[config.mk]
export PLATFORM = sky130hd
export DESIGN_NAME = motor_driver_ramp_flat
export DESIGN_NICKNAME = d
export VERILOG_FILES = /design/src/rtl/motor_driver_ramp_if.sv /design/src/rtl/motor_driver_ramp.sv /design/src/flat_wrapper.sv
export SDC_FILE = /design/constraint.sdc
export NUM_CORES = 1
export LEC_CHECK = 0
export CAP_MARGIN = 20
export CORE_MARGIN = 10
export CORE_UTILIZATION = 60
export DETAILED_ROUTE_END_ITERATION = 16
export PLACE_DENSITY = 0.79
export SETUP_SLACK_MARGIN = 0.5
export SYNTH_ARGS = -nofsm -noshare
export SYNTH_HDL_FRONTEND = slang
export SYNTH_SLANG_ARGS = --single-unit
[constraint.sdc]
create_clock -name clk -period 14.3 [get_ports clk]
set_input_delay 1.43 -clock clk [delete_from_list [all_inputs] [get_ports clk]]
set_output_delay 1.43 -clock clk [all_outputs]
set_load 0.02 [all_outputs]
[src/rtl/motor_driver_ramp_if.sv]
// Controller-to-driver bundle: per-wheel commands in, H-bridge pins and status out.
interface motor_driver_ramp_if #(
    parameter int unsigned NUM_CH        = 2,
    parameter int unsigned COUNTER_WIDTH = 16
);
    logic [NUM_CH-1:0]               dir;
    logic [NUM_CH*COUNTER_WIDTH-1:0] speed;
    logic [NUM_CH-1:0]               brake;
    logic [2*NUM_CH-1:0]             motor_inputs;
    logic [NUM_CH-1:0]               pwm_en;
    logic [NUM_CH-1:0]               at_speed;

    // Motion controller side
    modport master (
        output dir, speed, brake,
        input  motor_inputs, pwm_en, at_speed
    );

    // Motor driver side
    modport slave (
        input  dir, speed, brake,
        output motor_inputs, pwm_en, at_speed
    );
endinterface

[src/rtl/motor_driver_ramp.sv]
// Multi-channel H-bridge driver with soft-start/stop duty ramps, safe reversal
// through a coast interval, and active brake. One shared PWM period counter.
module motor_driver_ramp #(
    parameter int unsigned NUM_CH        = 2,
    parameter int unsigned COUNTER_WIDTH = 16,
    parameter int unsigned PERIOD_CYCLES = 50000,
    parameter int unsigned RAMP_STEP     = 500,
    parameter int unsigned DEAD_CYCLES   = 1000
) (
    input  logic               clk,
    input  logic               rst,
    motor_driver_ramp_if.slave bus
);
    localparam int unsigned W  = COUNTER_WIDTH;
    localparam int unsigned WE = COUNTER_WIDTH + 1;
    localparam int unsigned DW = (DEAD_CYCLES > 1) ? $clog2(DEAD_CYCLES) : 1;

    localparam logic [W-1:0]  CNT_LAST   = W'(PERIOD_CYCLES - 1);
    localparam logic [WE-1:0] PERIOD_EXT = WE'(PERIOD_CYCLES);
    localparam logic [W-1:0]  PERIOD_W   = W'(PERIOD_CYCLES);
    localparam logic [W-1:0]  STEP_W     = W'(RAMP_STEP);
    localparam logic [DW-1:0] DEAD_LAST  = DW'(DEAD_CYCLES - 1);

    typedef enum logic [1:0] {
        ST_DEAD,
        ST_RUN,
        ST_DECEL,
        ST_BRAKE
    } state_t;

    logic [W-1:0]  cnt;
    logic          wrap;

    state_t        state_q [NUM_CH];
    state_t        state_n [NUM_CH];
    logic [W-1:0]  duty_q  [NUM_CH];
    logic [W-1:0]  duty_n  [NUM_CH];
    logic          adir_q  [NUM_CH];
    logic          adir_n  [NUM_CH];
    logic [DW-1:0] dead_q  [NUM_CH];
    logic [DW-1:0] dead_n  [NUM_CH];

    logic [2*NUM_CH-1:0] mi_n;
    logic [NUM_CH-1:0]   pwm_n;
    logic [NUM_CH-1:0]   at_n;

    logic [W-1:0] spd;
    logic [W-1:0] tgt;
    logic [W-1:0] goal;
    logic [W-1:0] diff;
    logic [W-1:0] step;
    logic [W-1:0] ramped;

    assign wrap = (cnt == CNT_LAST);

    // Shared period counter keeps all channel edges phase-aligned
    always_ff @(posedge clk or negedge rst) begin
        if (!rst) begin
            cnt <= '0;
        end else begin
            cnt <= wrap ? '0 : cnt + W'(1);
        end
    end

    // Per-channel next state, ramped duty and output values
    always_comb begin
        spd    = '0;
        tgt    = '0;
        goal   = '0;
        diff   = '0;
        step   = '0;
        ramped = '0;
        mi_n   = '0;
        pwm_n  = '0;
        at_n   = '0;
        for (int i = 0; i < NUM_CH; i++) begin
            state_n[i] = state_q[i];
            duty_n[i]  = duty_q[i];
            adir_n[i]  = adir_q[i];
            dead_n[i]  = dead_q[i];

            // Saturate the request at full period; RUN ramps up, DECEL ramps to zero
            spd    = bus.speed[i*W +: W];
            tgt    = ({1'b0, spd} >= PERIOD_EXT) ? PERIOD_W : spd;
            goal   = (state_q[i] == ST_RUN) ? tgt : '0;
            diff   = (goal > duty_q[i]) ? goal - duty_q[i] : duty_q[i] - goal;
            step   = ((RAMP_STEP == 0) || (32'(diff) <= RAMP_STEP)) ? diff : STEP_W;
            ramped = (goal > duty_q[i]) ? duty_q[i] + step : duty_q[i] - step;

            // Duty only moves at the period boundary so no runt pulses appear
            if (wrap) begin
                duty_n[i] = ramped;
            end

            if (bus.brake[i]) begin
                state_n[i] = ST_BRAKE;
                duty_n[i]  = '0;
            end else begin
                unique case (state_q[i])
                    ST_BRAKE: begin
                        state_n[i] = ST_DEAD;
                        dead_n[i]  = '0;
                        duty_n[i]  = '0;
                    end
                    ST_RUN: begin
                        if (bus.dir[i] != adir_q[i]) begin
                            state_n[i] = ST_DECEL;
                        end
                    end
                    ST_DECEL: begin
                        if (bus.dir[i] == adir_q[i]) begin
                            state_n[i] = ST_RUN;
                        end else if (wrap && (duty_q[i] == '0)) begin
                            state_n[i] = ST_DEAD;
                            dead_n[i]  = '0;
                        end
                    end
                    default: begin
                        duty_n[i] = '0;
                        if (dead_q[i] == DEAD_LAST) begin
                            state_n[i] = ST_RUN;
                            adir_n[i]  = bus.dir[i];
                        end else begin
                            dead_n[i] = dead_q[i] + DW'(1);
                        end
                    end
                endcase
            end

            // Outputs follow the state being entered so pins change with the state register
            unique case (state_n[i])
                ST_RUN, ST_DECEL: begin
                    mi_n[2*i +: 2] = adir_n[i] ? 2'b10 : 2'b01;
                    pwm_n[i]       = (cnt < duty_q[i]);
                end
                ST_BRAKE: begin
                    mi_n[2*i +: 2] = 2'b11;
                    pwm_n[i]       = 1'b1;
                end
                default: begin
                    mi_n[2*i +: 2] = 2'b00;
                    pwm_n[i]       = 1'b0;
                end
            endcase
            at_n[i] = (state_n[i] == ST_RUN) && (duty_n[i] == tgt);
        end
    end

    // Channel state and registered pin outputs
    always_ff @(posedge clk or negedge rst) begin
        if (!rst) begin
            for (int i = 0; i < NUM_CH; i++) begin
                state_q[i] <= ST_DEAD;
                duty_q[i]  <= '0;
                adir_q[i]  <= 1'b0;
                dead_q[i]  <= '0;
            end
            bus.motor_inputs <= '0;
            bus.pwm_en       <= '0;
            bus.at_speed     <= '0;
        end else begin
            for (int i = 0; i < NUM_CH; i++) begin
                state_q[i] <= state_n[i];
                duty_q[i]  <= duty_n[i];
                adir_q[i]  <= adir_n[i];
                dead_q[i]  <= dead_n[i];
            end
            bus.motor_inputs <= mi_n;
            bus.pwm_en       <= pwm_n;
            bus.at_speed     <= at_n;
        end
    end
endmodule

[src/flat_wrapper.sv]
// flat-port wrapper written by rule: the top's interface ports become plain ports
module motor_driver_ramp_flat 
#(
    parameter int unsigned NUM_CH        = 2,
    parameter int unsigned COUNTER_WIDTH = 16,
    parameter int unsigned PERIOD_CYCLES = 50000,
    parameter int unsigned RAMP_STEP     = 500,
    parameter int unsigned DEAD_CYCLES   = 1000
)
  (clk, rst, bus_dir, bus_speed, bus_brake, bus_motor_inputs, bus_pwm_en, bus_at_speed);
  motor_driver_ramp_if #(.NUM_CH(NUM_CH), .COUNTER_WIDTH(COUNTER_WIDTH)) bus_i ();
  input  logic clk;
  input  logic rst;
  input wire logic [$bits(bus_i.dir)-1:0] bus_dir;
  input wire logic [$bits(bus_i.speed)-1:0] bus_speed;
  input wire logic [$bits(bus_i.brake)-1:0] bus_brake;
  output wire logic [$bits(bus_i.motor_inputs)-1:0] bus_motor_inputs;
  output wire logic [$bits(bus_i.pwm_en)-1:0] bus_pwm_en;
  output wire logic [$bits(bus_i.at_speed)-1:0] bus_at_speed;
  assign bus_i.dir = bus_dir;
  assign bus_i.speed = bus_speed;
  assign bus_i.brake = bus_brake;
  assign bus_motor_inputs = bus_i.motor_inputs;
  assign bus_pwm_en = bus_i.pwm_en;
  assign bus_at_speed = bus_i.at_speed;
  motor_driver_ramp #(.NUM_CH(NUM_CH), .COUNTER_WIDTH(COUNTER_WIDTH), .PERIOD_CYCLES(PERIOD_CYCLES), .RAMP_STEP(RAMP_STEP), .DEAD_CYCLES(DEAD_CYCLES)) u_core (.clk(clk), .rst(rst), .bus(bus_i));
endmodule
; ---- After elaboration in Yosys (flattened, before gate mapping)
; Index checks and enable logic that the tools add are counted.
[word_totals]
register_bits = 82
inputBits = 38
word_cells = 125
[op_classes]
add_sub_neg = 11
n_lt_le_gt_ge = 8
n_eq_ne = 27
mux = 49
bitwise_logic = 4
n_reduce_logical = 14
[op_table]
columns = operator, count
row1 = $mux 16, 17
row2 = $sub 16x16->16, 6
row3 = $mux 10, 6
row4 = $pmux 10 s3, 2
row5 = $add 16x16->16, 2
row6 = $eq 16x16->1, 2
row7 = $ge 16x16->1 const B, 2
row8 = $gt 16x16->1, 2
row9 = $le 16x9->1 const B, 2
row10 = $logic_not 16->1, 2
row11 = $lt 16x16->1, 2
row12 = $mux 2, 12
row13 = $add 10x1->10 const B, 2
row14 = $eq 10x10->1 const B, 2
row15 = $add 16x1->16 const B, 1
row16 = $eq 16x16->1 const B, 1
row17 = $eq 2x2->1 const B, 8
row18 = $pmux 2 s3, 2
row19 = $reduce_and 5->1, 2
row20 = $eq 2x1->1 const B, 4
row21 = $pmux 2 s2, 2
row22 = $reduce_or 2->1, 4
row23 = $mux 1, 6
row24 = $ne 3x3->1 const B, 2
row25 = other kinds (8), 20

; ---- Longest topological paths before layout
; Gate-level depths: netlist of run 1.
[logic_depth]
ltp_word = 14
mapped_depth = 43
ltp_nobuf = 38

; ---- Worst setup path before layout of run 1
; No wires, ideal clock.
[synth_timing]
path_kind = input port to flip-flop
startpoint = in bus_speed[5]
endpoint = reg u_core.bus.at_speed[0]
arrival_ps = 9470
required_time_ps = 14204
path_slack_ps = 4734
cell_stages = 43
path_cell_list = clkbuf_1 > o21a_1 > o211ai_1 > a31oi_1 > clkbuf_1 > nor2b_1 > clkbuf_1 > nand2_1 > inv_1 > ha_1 > buf_2 > nand4_1 > or4_1 > buf_2 > and3_4 > nor2_1 > buf_2 > mux2_2 > [7 not listed] > xnor2_1 > nand2_1 > nor2_1 > a21oi_1 > o21ai_0 > a21oi_1 > ha_1 > o2111ai_1 > and3_1 > or2_2 > xor2_1 > a211oi_1 > xor2_1 > nor3_1 > mux2i_1 > nor4_1 > o21ai_0 > nor4_2
[synth_rtl]
columns = element, line_no
row1 = from (decl), flat_wrapper.sv:15  ; input wire logic [$bits(bus_i.speed)-1:0] bus_speed;
row2 = to (signal assigned), motor_driver_ramp.sv:170  ; bus.at_speed <= at_n;
row3 = to (decl), motor_driver_ramp_if.sv:22  ; output motor_inputs, pwm_en, at_speed

==> results.txt, run 1 <==
Status = complete, no violations
Slowest cell on crit path = or4_1
Clk Latency, worst-skew pair = 360 ps
1st-pass router iterations = 5
Synth top area cells = dfrtp_1 (17%), ha_1 (15%), a21oi_1 (5.0%)
Clock root buffer = clkbuf_16
CTS resizes = 0
Initial antenna violation count = 0
Final nets = 1774
Clk slew on worst S/H paths = 70 ps
Arr. time, crit path = 12210 ps
Critical path class = in -> reg
Hold EP = u_core.dead_q[9]
Number of synthesized flops with an enable pin = 0
Hold_buf cts = 0
Finished Layout Cells = 1855
Detailed-route via count = 12300
Commonest non-fill, non-tap cells in the layout = ha_1 (145), nand2_1 (139), nor2_1 (134), a21oi_1 (118), o21ai_0 (110)
WL/cell = 19.7 um
I/O pins = 46
Ys flop type = dfrtp_1
Synth Register Bits = 82
Worst hold slack = 494 ps
Max-cap viol count = 0
CTS max path bufs = 2
RSZ-0062 raised after global routing = no
Cells after synthesis = 1588
Startpoint types = input port
CP endpoint kind = flop
Area post-placement = 12300 um2
CTS tree = done
Num rows = 51
Dominant cell type by area after synthesis = dfrtp_1
H-tree levels = 3
Worst Max-Slew Pin Slew = 1150 ps
Lkg Pwr = 5.58 nW
Critical Path RT = 14560 ps
DIE HEIGHT = 160 um
Worst hold path class = reg -> reg
DRC = 0
# diodes = 0
Final setup violation count = 0
Vias in the first global route = 11600
Worst setup margin = 2350 ps
Port-buffer cells = 45
Routability cong. = 1.02
Die width = 160 um
Gr ovfl total = 0
Die area = 25600 um2
Place WS = 2240 ps
Global-route wire length before repair = 58.8 mm
Max transition margin = 0.230
CP peak stage delay = 650 ps
Minimum clock period = 11950 ps
# placed instances = 1839
Fin. Hold Viols = 0
Peak supply drop = 0.0000769 V
DP HPWL = 28.3 mm
Sequential share of the synthesized area = 0.174
Slew Limit Fails = 0
Post-CTS setup buffers = 0
Commonest non-fill, non-tap cell in the layout = ha_1
Flop2flop setup slack = 3650 ps
Core box area = 19400 um2
RR Endpoint = u_core.bus.at_speed[0]
Post-synth top area share = 0.174
Post-Syn Area = 11800 um2
Unique masters post-synth = 88
Avg Synthesized Cell Area = 7.41 um2
Final period utilization = 0.836
Post-synthesis async set-or-reset flop share = 1.00
Fmax = 83.7 MHz
Cts bufs inserted = 9
RR Startpoint = u_core.state_q[3]
Synth Warn # = 0
Post-route setup TNS = 0 ps
Routed Wire Length = 36.5 mm
Largest net degree at the start of global routing = 61
FILL cells = 1767
Syn nets = 1777
GRT Total Usage = 0.272
Initial Utilization = 0.606
Layout Skew = 10.4 ps
ANT nets after route = 0
# clock sinks = 82
Final design utilization = 0.649
Area delta synth->final = 7.08%
PnR Total Power = 1.78 mW
Vias per cell = 6.61
Maximum fanout along the worst path = 35
R2R depth = 36
Iter 0 DRT Violations = 1104
Fraction of layout cells with a size suffix above 1 = 0.0403
Hold Path Depth = 1
Final Cell Area = 12600 um2
Power Dens Cells = 141 nW/um2
Hold Crit Start = u_core.dead_q[9]
## worst max path at each step
| stage | startpoint | end | slack, ps | cells past startpoint |
|---|---|---|---|---|
| 2_1_floorplan | bus_speed[5] | u_core.bus.at_speed[0] | 4730 | 43 |
| 3_3_place_gp | bus_speed[5] | u_core.bus.at_speed[0] | 2400 | 39 |
| 3_5_place_dp | bus_speed[5] | u_core.bus.at_speed[0] | 2240 | 39 |
| 4_1_cts | bus_speed[5] | u_core.bus.at_speed[0] | 2560 | 39 |
| 5_1_grt | bus_speed[5] | u_core.bus.at_speed[0] | 1490 | 39 |
| 6_report | bus_speed[5] | u_core.bus.at_speed[0] | 2350 | 39 |
## Yosys cell counts (all sizes together), types with 16 or more instances
master	number
clkbuf	41
xor2	37
o21ai	119
o211ai	28
buf	29
a21oi	119
nor2	134
inv	110
dfrtp	82
or3	16
a211oi	23
nand2	139
xnor2	37
o21a	20
nor4	26
a31oi	25
nand2b	22
nor3	46
nand3	58
a21o	34
ha	145
and2	17
nor2b	22
and3	29
nand4	33
## worst max-delay path: cells and delay by family
family | cells | cell delay [ps]
and+or+nand+nor | 15 | 4610
buffers and inverters | 4 | 1150
AOI/OAI and AO/OA | 13 | 3220
xor gates and xnor gates | 3 | 510
adders and majority gates | 3 | 1130
muxes | 1 | 110
## kinds of logic after synthesis
| kind of cell | Yosys count | synth area share |
|---|---|---|
| compound gates | 477 | 0.262 |
| mux | 19 | 0.0170 |
| simple gates | 604 | 0.264 |
| flops | 82 | 0.174 |
| xor+xnor | 74 | 0.0551 |
| buf+inv | 181 | 0.0631 |
| fa+ha+maj | 151 | 0.164 |
## final cells by class
type	instances	area [um2]	share of cell area
Sequential cell	82	2050	0.163
Tap cell	265	332	0.0263
Clock buffer	9	225	0.0179
Clock inverter	7	71.3	0.00566
Inverter	111	417	0.0331
Multi-Input combinational cell	1325	8970	0.712
Timing Repair Buffer	56	531	0.0421
## metal layers
metal,vias to the layer above,wire (um),GRT usage
met5,-,0,0
met4,0,1990,0.155
met3,139,2040,0.0314
met2,523,17100,0.456
met1,5791,15400,0.330
li1,5817,-,-
## state kept, by name, summed over array words and instances (netlist names)
name and count:
u_core.adir_q 2, u_core.bus.pwm_en 2, u_core.bus.motor_inputs 4, u_core.dead_q 20, u_core.cnt 16, u_core.duty_q 32, u_core.state_q 4, u_core.bus.at_speed 2
## report_power, final
group | internal (mW) | switching (mW) | leakage [nW]
logic | 0.469 | 0.805 | 4.34
registers | 0.247 | 0.0113 | 1.10
clock network | 0.123 | 0.121 | 0.139
total | 0.839 | 0.937 | 5.58
(Power assumes the default switching activity.)
==> run 2, diff against run 1 <==
--- a/config.mk
+++ b/config.mk
@@ -7,9 +7,9 @@
 export LEC_CHECK = 0
 export CAP_MARGIN = 20
 export CORE_MARGIN = 10
-export CORE_UTILIZATION = 60
+export CORE_UTILIZATION = 58
 export DETAILED_ROUTE_END_ITERATION = 16
-export PLACE_DENSITY = 0.79
+export PLACE_DENSITY = 0.8
 export SETUP_SLACK_MARGIN = 0.5
 export SYNTH_ARGS = -nofsm -noshare
 export SYNTH_HDL_FRONTEND = slang
==> constraint.sdc (replaced) <==
create_clock -name clk -period 10.75 [get_ports clk]
set_input_delay 1.075 -clock clk [delete_from_list [all_inputs] [get_ports clk]]
set_output_delay 1.075 -clock clk [all_outputs]
set_load 0.02 [all_outputs]
==> results.txt, run 2 (synthesis results as in run 1) <==
Status = complete, no violations
Switching part of the total = 0.522 (-0.00575)
Max reg flops = 32 (unchanged)
Startpoint types = input port
Top reg by flops = u_core.duty_q
FILL cells = 1813 (+2.6%)
CP bufs+invs = 4 (unchanged)
Num rows = 52 (+2.0%)
Fraction of layout cells with a size suffix above 1 = 0.0669 (+0.0267)
Fin. Hold Viols = 0 (unchanged)
Slew Limit Fails = 0 (unchanged)
Cts bufs inserted = 9 (unchanged)
Routability cong. = 1.01 (-1.1%)
Maximum fanout along the worst path = 19 (-46%)
Worst Max-Slew Pin Slew = 889 ps (-262 ps)
Power Dens Cells = 189 nW/um2 (+34%)
Fmax = 102 MHz
Die area = 26400 um2 (+3.0%)
Max transition margin = 0.398 (+0.169)
CTS tree = done
Clk slew on worst S/H paths = 70 ps (about the same)
Detailed-route via count = 12400 (+0.95%)
Final period utilization = 0.913
Post-route setup TNS = 0 ps (unchanged)
Lkg Pwr = 5.71 nW (+2.4%)
Area delta synth->final = 9.77%
Commonest non-fill, non-tap cells in the layout = ha_1 (143), nand2_1 (138), nor2_1 (131), a21oi_1 (116), o21ai_0 (110)
1st-pass router iterations = 6 (+1)
Hold Path Depth = 1 (unchanged)
Largest net degree at the start of global routing = 62 (+1.6%)
Gr ovfl total = 0 (unchanged)
H-tree levels = 3 (unchanged)
CTS max path bufs = 2 (unchanged)
CP peak stage delay = 680 ps (+30 ps)
Iter 0 DRT Violations = 1156 (+4.7%)
Slowest cell on crit path = or4_1
DP HPWL = 28.5 mm (+0.74%)
PnR Total Power = 2.44 mW (+37%)
Max-cap viol count = 0 (unchanged)
# clock sinks = 82 (unchanged)
Fraction of power consumed by the clock network = 0.131 (-0.006)
Initial antenna violation count = 0 (unchanged)
Multi-input gate area = 9100 um2 (+1.4%)
Delay-heaviest family, CP = compound AO/OA/AOI/OAI gates
R2R depth = 36 (unchanged)
Vias in the first global route = 11500 (-1.2%)
Core box area = 20100 um2 (+3.6%)
DRC = 0 (unchanged)
Critical Path RT = 11000 ps (-3560 ps)
Peak supply drop = 0.000106 V (+38%)
Final setup violation count = 0 (unchanged)
Worst hold path class = reg -> reg
Hold Crit Start = u_core.dead_q[9]
Commonest non-fill, non-tap cell in the layout = ha_1
Vias per cell = 6.57 (-0.60%)
Hold EP = u_core.dead_q[9]
I/O pins = 46 (unchanged)
Critical path class = in -> reg
ANT nets after route = 0 (unchanged)
Cell-internal power = 1.17 mW (+39%)
Die width = 162 um (+1.5%)
Initial Utilization = 0.585 (-0.0213)
Comb power frac = 0.727 (+0.010)
RR Endpoint = u_core.bus.at_speed[1]
Sequential Area = 2050 um2 (unchanged)
DIE HEIGHT = 162 um (+1.5%)
Layout Skew = 9.07 ps (-1.36 ps)
Largest registers = u_core.duty_q x32, u_core.dead_q x20, u_core.cnt x16
Flop2flop setup slack = 1720 ps (-1930 ps)
Routed Wire Length = 37.0 mm (+1.3%)
Clk Latency, worst-skew pair = 360 ps (about the same)
GRT Total Usage = 0.269 (-0.00328)
Flop pwr share = 0.141 (-0.004)
WL/cell = 19.6 um (-0.29%)
Minimum clock period = 9810 ps
RR Startpoint = u_core.state_q[1]
# diodes = 0 (unchanged)
Arr. time, crit path = 10060 ps (-2150 ps)
Final nets = 1798 (+1.4%)
Global-route wire length before repair = 59.0 mm (+0.38%)
RSZ-0062 raised after global routing = yes
Net Sw Power = 1.27 mW (+36%)
Port-buffer cells = 45 (unchanged)
CP endpoint kind = flop
Hold_buf cts = 0 (unchanged)
Clock root buffer = clkbuf_16
run 2: cell types whose count changed in the layout (fill, tap and decap cells not counted), moves of 3 or more:
cell    delta
nor4_2     +3
buf_4     +23
nor2_1     -3
nor2_2     +3
nor4_1     -4
run 2: routing by layer:
layer	vias to the layer above	GRT usage	part of all wire
met5	-	0	0
met4	0	0.0910	0.029
met3	95	0.0321	0.074
met2	575	0.433	0.46
met1	5852	0.364	0.43
li1	5865	-	-
run 2: power groups by stage:
stage          clock (mW)  combinational (mW)  sequential [mW]
2_1_floorplan           0                1.26            0.358
3_3_place_gp            0                1.64            0.349
3_5_place_dp            0                1.67            0.351
4_1_cts             0.324                1.68            0.345
5_1_grt             0.336                1.93            0.347
6_report            0.320                1.77            0.345
run 2: final cells by class:
cell class	count	share of cell area
Tap cell	270	0.0262
Inverter	111	0.0323
Sequential cell	82	0.159
Clock inverter	7	0.00514
Timing Repair Buffer	80	0.0555
Multi-Input combinational cell	1325	0.705
Clock buffer	9	0.0174
run 2: worst register-to-register path: cells and delay by family (launching register included):
family | cells | cell delay [ps]
AO/OA/AOI/OAI | 12 | 2720
XOR/XNOR | 1 | 180
AND/OR/NAND/NOR | 16 | 3930
flip-flops | 1 | 460
adder cells (fa/ha/maj) | 4 | 1290
buffers and inverters | 3 | 400
run 2: worst max-delay path by stage:
stage	depth (start not counted)	start	endpoint
finish	35	bus_speed[4]	u_core.bus.at_speed[0]
global route	37	bus_speed[21]	u_core.bus.at_speed[1]
CTS	38	bus_speed[21]	u_core.bus.at_speed[1]
detailed placement	38	bus_speed[21]	u_core.bus.at_speed[1]
global placement	35	bus_speed[5]	u_core.bus.at_speed[0]
floorplan	43	bus_speed[5]	u_core.bus.at_speed[0]
run 2: stage by stage:
stage | setup slack, ps | instances | cell area, um2 | utilization | hold slack (ps)
after floorplan | 1540 | 1588 | 11800 | - | 451
after global placement | 498 | 1866 | 12500 | 0.620 | 474
after detailed placement | 381 | 1866 | 12500 | 0.620 | 483
after CTS | 689 | 1882 | 12800 | 0.635 | 493
after global routing | 343 | 1884 | 12900 | 0.642 | 515
final | 937 | 1884 | 12900 | 0.642 | 490
run 2: timing repair:
action,4_1_cts,5_1_grt
setup buffers,0,2
endpoints found under the hold margin,0,0
endpoints found under the setup margin,0,4
gates resized for setup,0,30
